==> src/rtl/seq_detect_pkg.sv <==
// ============================================================================
//  Module      : seq_detect_pkg
//  Description : Shared state encoding, default configuration values and the
//                pattern-length clamp helper for the programmable detector.
//  Revision    : 1.0 - initial release
// ============================================================================
`default_nettype none

package seq_detect_pkg;

    // FSM state encoding, also exported on the debug state port
    typedef enum logic [1:0] {
        ST_FILL  = 2'b00,
        ST_ARMED = 2'b01,
        ST_MATCH = 2'b10
    } state_t;

    // Default parameter values
    localparam int          SEQDET_PAT_W   = 8;
    localparam int          SEQDET_LEN_W   = 4;
    localparam logic [7:0]  SEQDET_DEF_PAT = 8'b0000_1101;
    localparam int          SEQDET_DEF_LEN = 4;
    localparam logic        SEQDET_DEF_OVL = 1'b0;
    localparam int          SEQDET_CNT_W   = 8;

    // Force a requested length into the usable range 2..pat_w
    function automatic int clamp_len(input int len, input int pat_w);
        if (len < 2) begin
            return 2;
        end
        if (len > pat_w) begin
            return pat_w;
        end
        return len;
    endfunction

endpackage

`default_nettype wire

==> src/rtl/seq_detect_hist.sv <==
// ============================================================================
//  Module      : seq_detect_hist
//  Description : Serial history shift register, saturating fill counter and
//                length-masked pattern comparator. The hit output is judged
//                on the history as it will be after the current edge.
//  Revision    : 1.0 - initial release
// ============================================================================
`default_nettype none

module seq_detect_hist
    import seq_detect_pkg::*;
#(
    parameter int PAT_W = SEQDET_PAT_W,
    parameter int LEN_W = SEQDET_LEN_W
) (
    input  logic             clk,
    input  logic             rst,
    input  logic             clr,
    input  logic             shift,
    input  logic             x,
    input  logic             overlap,
    input  logic [LEN_W-1:0] len,
    input  logic [PAT_W-1:0] pattern,
    output logic             hit,
    output logic             fill_full
);

    logic [PAT_W-1:0] hist_q, hist_d, hist_upd;
    logic [LEN_W-1:0] fill_q, fill_d, fill_upd;
    logic             cmp_ok;

    // Post-update history/fill, masked compare and clear handling
    always_comb begin
        hist_upd = hist_q;
        fill_upd = fill_q;
        if (shift) begin
            hist_upd = {hist_q[PAT_W-2:0], x};
            if (fill_q < len) begin
                fill_upd = fill_q + 1'b1;
            end
        end

        // Only the low len bits take part; upper pattern bits are don't-care
        cmp_ok = 1'b1;
        for (int i = 0; i < PAT_W; i++) begin
            if ((i < int'(len)) && (hist_upd[i] != pattern[i])) begin
                cmp_ok = 1'b0;
            end
        end

        hit = shift && (fill_upd == len) && cmp_ok;

        if (clr) begin
            hist_d = '0;
            fill_d = '0;
        end else begin
            hist_d = hist_upd;
            // Non-overlapping mode: matched bits may not seed the next match
            fill_d = (hit && !overlap) ? '0 : fill_upd;
        end

        fill_full = (fill_d == len);
    end

    // History and fill registers
    always_ff @(posedge clk) begin
        if (rst) begin
            hist_q <= '0;
            fill_q <= '0;
        end else begin
            hist_q <= hist_d;
            fill_q <= fill_d;
        end
    end

endmodule

`default_nettype wire

==> src/rtl/seq_detect_prog.sv <==
// ============================================================================
//  Module      : seq_detect_prog
//  Description : Programmable Moore serial pattern detector. Runtime pattern,
//                length and overlap mode; registered one-cycle match pulse.
//                Optional saturating match counter enabled by defining
//                SEQDET_MATCH_CNT_EN.
//  Revision    : 1.0 - initial release
// ============================================================================
`default_nettype none

module seq_detect_prog
    import seq_detect_pkg::*;
#(
    parameter int               PAT_W   = SEQDET_PAT_W,
    parameter int               LEN_W   = SEQDET_LEN_W,
    parameter logic [PAT_W-1:0] DEF_PAT = PAT_W'(SEQDET_DEF_PAT),
    parameter int               DEF_LEN = SEQDET_DEF_LEN,
    parameter logic             DEF_OVL = SEQDET_DEF_OVL,
    parameter int               CNT_W   = SEQDET_CNT_W
) (
    input  logic             clk,
    input  logic             rst,
    input  logic             in_valid,
    input  logic             x,
    input  logic             cfg_load,
    input  logic [PAT_W-1:0] cfg_pattern,
    input  logic [LEN_W-1:0] cfg_len,
    input  logic             cfg_overlap,
    output logic             y,
    output logic [1:0]       state
`ifdef SEQDET_MATCH_CNT_EN
    ,
    output logic [CNT_W-1:0] match_cnt
`endif
);

    logic [PAT_W-1:0] pat_q, pat_d;
    logic [LEN_W-1:0] len_q, len_d;
    logic             ovl_q, ovl_d;
    state_t           state_q, state_d;
    logic             y_q, y_d;
    logic             hit;
    logic             fill_full;
    logic             shift;

    // A bit arriving alongside cfg_load is dropped
    assign shift = in_valid && !cfg_load;

    seq_detect_hist #(
        .PAT_W (PAT_W),
        .LEN_W (LEN_W)
    ) u_hist (
        .clk       (clk),
        .rst       (rst),
        .clr       (cfg_load),
        .shift     (shift),
        .x         (x),
        .overlap   (ovl_q),
        .len       (len_q),
        .pattern   (pat_q),
        .hit       (hit),
        .fill_full (fill_full)
    );

    // Configuration capture with length clamping
    always_comb begin
        pat_d = pat_q;
        len_d = len_q;
        ovl_d = ovl_q;
        if (cfg_load) begin
            pat_d = cfg_pattern;
            len_d = LEN_W'(clamp_len(int'(cfg_len), PAT_W));
            ovl_d = cfg_overlap;
        end
    end

    // Next state: a hit always lands in MATCH, otherwise fill decides
    always_comb begin
        state_d = state_q;
        if (cfg_load) begin
            state_d = ST_FILL;
        end else if (hit) begin
            state_d = ST_MATCH;
        end else if (fill_full) begin
            state_d = ST_ARMED;
        end else begin
            state_d = ST_FILL;
        end
        y_d = (state_d == ST_MATCH);
    end

    // Configuration and FSM registers
    always_ff @(posedge clk) begin
        if (rst) begin
            pat_q   <= DEF_PAT;
            len_q   <= LEN_W'(DEF_LEN);
            ovl_q   <= DEF_OVL;
            state_q <= ST_FILL;
            y_q     <= 1'b0;
        end else begin
            pat_q   <= pat_d;
            len_q   <= len_d;
            ovl_q   <= ovl_d;
            state_q <= state_d;
            y_q     <= y_d;
        end
    end

    assign y     = y_q;
    assign state = state_q;

`ifdef SEQDET_MATCH_CNT_EN
    logic [CNT_W-1:0] cnt_q, cnt_d;

    // Saturating count of edges that enter or stay in MATCH
    always_comb begin
        cnt_d = cnt_q;
        if (cfg_load) begin
            cnt_d = '0;
        end else if ((state_d == ST_MATCH) && (cnt_q != {CNT_W{1'b1}})) begin
            cnt_d = cnt_q + 1'b1;
        end
    end

    // Match counter register
    always_ff @(posedge clk) begin
        if (rst) begin
            cnt_q <= '0;
        end else begin
            cnt_q <= cnt_d;
        end
    end

    assign match_cnt = cnt_q;
`endif

endmodule

`default_nettype wire
==> config.mk <==
export PLATFORM = sky130hd
export DESIGN_NAME = seq_detect_prog
export DESIGN_NICKNAME = d
export VERILOG_FILES = /design/src/rtl/seq_detect_pkg.sv /design/src/rtl/seq_detect_hist.sv /design/src/rtl/seq_detect_prog.sv
export SDC_FILE = /design/constraint.sdc
export NUM_CORES = 1
export LEC_CHECK = 0
export CAP_MARGIN = 30
export CORE_MARGIN = 8
export CORE_UTILIZATION = 30
export CTS_CLUSTER_DIAMETER = 60
export DETAILED_ROUTE_END_ITERATION = 8
export GPL_TIMING_DRIVEN = 0
export SKIP_CTS_REPAIR_TIMING = 1
export SYNTH_ARGS = -nofsm -noshare
export SYNTH_HDL_FRONTEND = slang
export SYNTH_SLANG_ARGS = --single-unit
export TNS_END_PERCENT = 1
==> constraint.sdc <==
create_clock -name clk -period 6.2 [get_ports clk]
set_input_delay 1.24 -clock clk [delete_from_list [all_inputs] [get_ports clk]]
set_output_delay 1.24 -clock clk [all_outputs]
set_load 0.05 [all_outputs]
==> results of run 1 <==
## sequential cells by signal, summed over array words and instances, names as in the netlist
name           cells
state              2
u_hist.hist_q      8
len_q              4
ovl_q              1
u_hist.fill_q      4
pat_q              8
## stage by stage
step	hold slack [ns]	area [um^2]	setup WS, ns	power (W)	util
floorplan	0.460	1450	3.21	0.000226	-
global placement	0.475	1690	2.96	0.000245	0.361
detailed placement	0.492	1690	2.99	0.000245	0.361
CTS	0.520	1740	3.28	0.000348	0.371
global route	0.559	1740	3.12	0.000362	0.371
finish	0.525	1740	3.31	0.000343	0.371
## report_power, final
| part | internal [W] | leakage, nW | total (W) | switching, W |
|---|---|---|---|---|
| sequential | 0.000179 | 0.221 | 0.000184 | 0.00000500 |
| combinational | 0.0000289 | 0.454 | 0.0000564 | 0.0000275 |
| clock | 0.0000456 | 0.0217 | 0.000102 | 0.0000564 |
## kinds of logic (layout without fill, tap and decap cells)
kind of cell / count (synthesis) / after routing / share of synthesized area
xor gates and xnor gates: 18 / 18 / 0.109
muxes: 21 / 21 / 0.145
DFF: 27 / 27 / 0.374
AOI/OAI and AO/OA: 24 / 24 / 0.132
and+or+nand+nor: 42 / 42 / 0.150
adders and majority gates: 4 / 4 / 0.0346
buffers and inverters: 15 / 37 / 0.0545
## cell usage after synthesis, types with 2 or more instances
master,number,area (um^2)
sky130_fd_sc_hd__buf_4,2,15.0
sky130_fd_sc_hd__mux2i_1,21,210
sky130_fd_sc_hd__nor4_1,2,12.5
sky130_fd_sc_hd__nor2_1,22,82.6
sky130_fd_sc_hd__o21ai_0,4,20.0
sky130_fd_sc_hd__nand2_1,3,11.3
sky130_fd_sc_hd__xor2_1,7,61.3
sky130_fd_sc_hd__clkbuf_1,5,18.8
sky130_fd_sc_hd__a211o_1,4,35.0
sky130_fd_sc_hd__buf_6,2,22.5
sky130_fd_sc_hd__ha_1,4,50.1
sky130_fd_sc_hd__dfxtp_1,27,541
sky130_fd_sc_hd__xnor2_1,11,96.3
sky130_fd_sc_hd__inv_1,6,22.5
sky130_fd_sc_hd__a21oi_1,7,35.0
sky130_fd_sc_hd__nor3_1,2,10.0
sky130_fd_sc_hd__nor2b_1,3,18.8
sky130_fd_sc_hd__nand3_1,2,10.0
## critical path: stages
cell and delay, ns:
sky130_fd_sc_hd__buf_6 0.12, sky130_fd_sc_hd__nand2b_4 0.14, sky130_fd_sc_hd__buf_6 0.14, sky130_fd_sc_hd__a211o_1 0.34, sky130_fd_sc_hd__nor3b_2 0.25, sky130_fd_sc_hd__xnor2_1 0.15
sky130_fd_sc_hd__nand4b_1 0.22, sky130_fd_sc_hd__o41ai_4 0.36, sky130_fd_sc_hd__nor2_1 0.08
## final cells by class
class | instances | area, um^2 | share of cell area
clock inverter | 1 | 7.51 | 0.00431
sequential | 27 | 541 | 0.310
inverter | 6 | 22.5 | 0.0129
timing repair buffer | 18 | 180 | 0.103
multi-input combinational | 109 | 826 | 0.474
buffer | 9 | 56.3 | 0.0323
clock buffer | 3 | 41.3 | 0.0237
tap | 54 | 67.6 | 0.0388
## how the worst max path moves through the flow
stage                  endpoint  slack (ns)  depth (start not counted)
5_1_grt        u_hist.fill_q[0]        3.12                          9
2_1_floorplan  u_hist.fill_q[0]        3.21                          9
4_1_cts        u_hist.fill_q[0]        3.28                          9
3_5_place_dp   u_hist.fill_q[0]        2.99                          9
3_3_place_gp   u_hist.fill_q[0]        2.96                          9
6_report       u_hist.fill_q[0]        3.31                          9
## routing by layer
layer | vias to the layer above | GRT usage | part of all wire
li1 | 566 | - | -
met1 | 496 | 0.113 | 0.52
met2 | 25 | 0.124 | 0.41
met3 | 2 | 0.0251 | 0.057
met4 | 0 | 0.0334 | 0.016
met5 | - | 0 | 0
==> results.sh, run 1 <==
export IMPL_cts_htree_levels=1
export IMPL_grt_overflow_total=0
export IMPL_die_area_um2=7290
export IMPL_die_height_um=85.4
export IMPL_grt_antenna_before_repair=0
export IMPL_clock_sinks=27
export IMPL_setup_total_negative_slack_ns=0
export IMPL_wirelength_mm=2.90
export IMPL_die_width_um=85.4
export IMPL_setup_violations_final=0
export IMPL_reg2regPathDepth=9
export IMPL_synthesis_area_um2=1450
export IMPL_critical_path_startpoint="cfg_load"
export IMPL_cts_clk_slew_worst_paths_ns=0.10
export IMPL_period_needed_ns=2.89
export IMPL_element_type_at_the_critical_path_start="input port"
export IMPL_report_final_slew_viol_count=0
export IMPL_yosysSeqAreaShare=0.374
export IMPL_crit_reg2reg_launch="len_q[3]"
export IMPL_yosys_most_used_dff="sky130_fd_sc_hd__dfxtp_1"
export IMPL_remaining_drc_errors=0
export IMPL_worstHoldPathType="register to register"
export IMPL_insertedDiodeCount=0
export IMPL_gp_congestion=0.802
export IMPL_wire_per_inst_um=12.8
export IMPL_largest_net_degree_at_the_start_of_global_routing=17
export IMPL_timing_final_hold_violations=0
export IMPL_fp_row_count=25
export IMPL_timing_hold_worst_start="pat_q[1]"
export IMPL_clk_latency_ns=0.28
export IMPL_category_of_the_most_critical_setup_path="input port to register"
export IMPL_synth_enable_flop_cells=0
export IMPL_drive_gt1_frac=0.0925
export IMPL_synthesis_area_per_instance_um2=9.57
export IMPL_cellPowerDensity_nw_per_um2=197
export IMPL_worst_hold_path_endpoint="pat_q[1]"
export IMPL_first_global_vias=1097
export IMPL_status="finished clean"
export IMPL_portBuffers=18
export IMPL_detailroute_via_count=1089
export IMPL_max_clock_freq_mhz=346
export IMPL_place_detailed_hpwl_mm=2.20
export IMPL_ios=21
export IMPL_irDropWorstVdd_uv=125
export IMPL_timing_max_slew_rel_slack=0.571
export IMPL_root_buffer_cell="sky130_fd_sc_hd__clkbuf_8"
export IMPL_synthArstFlopShare=0
export IMPL_grt_setup_unrepaired="false"
export IMPL_synth_cells=151
export IMPL_layout_cells_most_common_list="sky130_fd_sc_hd__dfxtp_1, sky130_fd_sc_hd__nor2_1, sky130_fd_sc_hd__mux2i_1"
export IMPL_number_of_synthesized_register_bits=27
export IMPL_floorplan_initialDensity=0.308
export IMPL_grt_first_pass_wirelength_mm=5.07
export IMPL_drt_antenna_violating_nets=0
export IMPL_worstPathArrival_ns=3.05
export IMPL_critical_path_required_ns=6.36
export IMPL_number_of_distinct_library_cell_variants_in_the_gate_level_netlist_after_synthesis=35
export IMPL_most_common_cell_after_layout_fill_and_taps_aside="sky130_fd_sc_hd__dfxtp_1"
export IMPL_ff2ff_setup_slack_ns=3.59
export IMPL_numPlacedInstances=223
export IMPL_layoutNonFillerInstCount=227
export IMPL_numCtsBuffers=3
export IMPL_floorplan_core_area_um2=4690
export IMPL_fillers=499
export IMPL_worstPathMaxFanout=10
export IMPL_synth_warning_count=0
export IMPL_maxCapViolations=0
export IMPL_clock_skew_ns=0.0104
export IMPL_detailedRoute_firstPassIterationCount=4
export IMPL_synth_nets=173
export IMPL_leakage_nw=0.696
export IMPL_cts_buffer_depth=2
export IMPL_grtUsageTotal=0.0849
export IMPL_vias_per_instance=4.80
export IMPL_layout_worst_path_cycle_share=0.466
export IMPL_layout_area_overhead_vs_synth_pct=20.5
export IMPL_type_of_element_capturing_the_critical_path="register"
export IMPL_nNetsFinal=196
export IMPL_worst_slew_pin_slew_ns=0.643
export IMPL_tritoncts_clock_tree="done"
export IMPL_number_of_violations_reported_at_the_end_of_detailed_routing_iteration_0=37
export IMPL_number_of_instances_on_the_worst_hold_path=2
export IMPL_worstReg2RegEnd="u_hist.fill_q[0]"
No activity file was read; power rests on OpenSTA's default activity.
==> run 2: changes to the inputs <==
clock period = 3.01 ns   (was 6.2 ns; I/O delays follow)
==> results of run 2 <==
Same layout as run 1 (identical final DEF). Status: finished clean.
Main changes from that run: setup slack after placement 2.99 ns -> 0.419 ns; setup slack after layout 3.31 ns -> 0.404 ns; start point of the critical path cfg_load -> len_q[3]; register-to-register setup slack 3.59 ns -> 0.40 ns; total power 0.000343 W -> 0.000706 W; worst IR drop on VDD 125 uV -> 257 uV
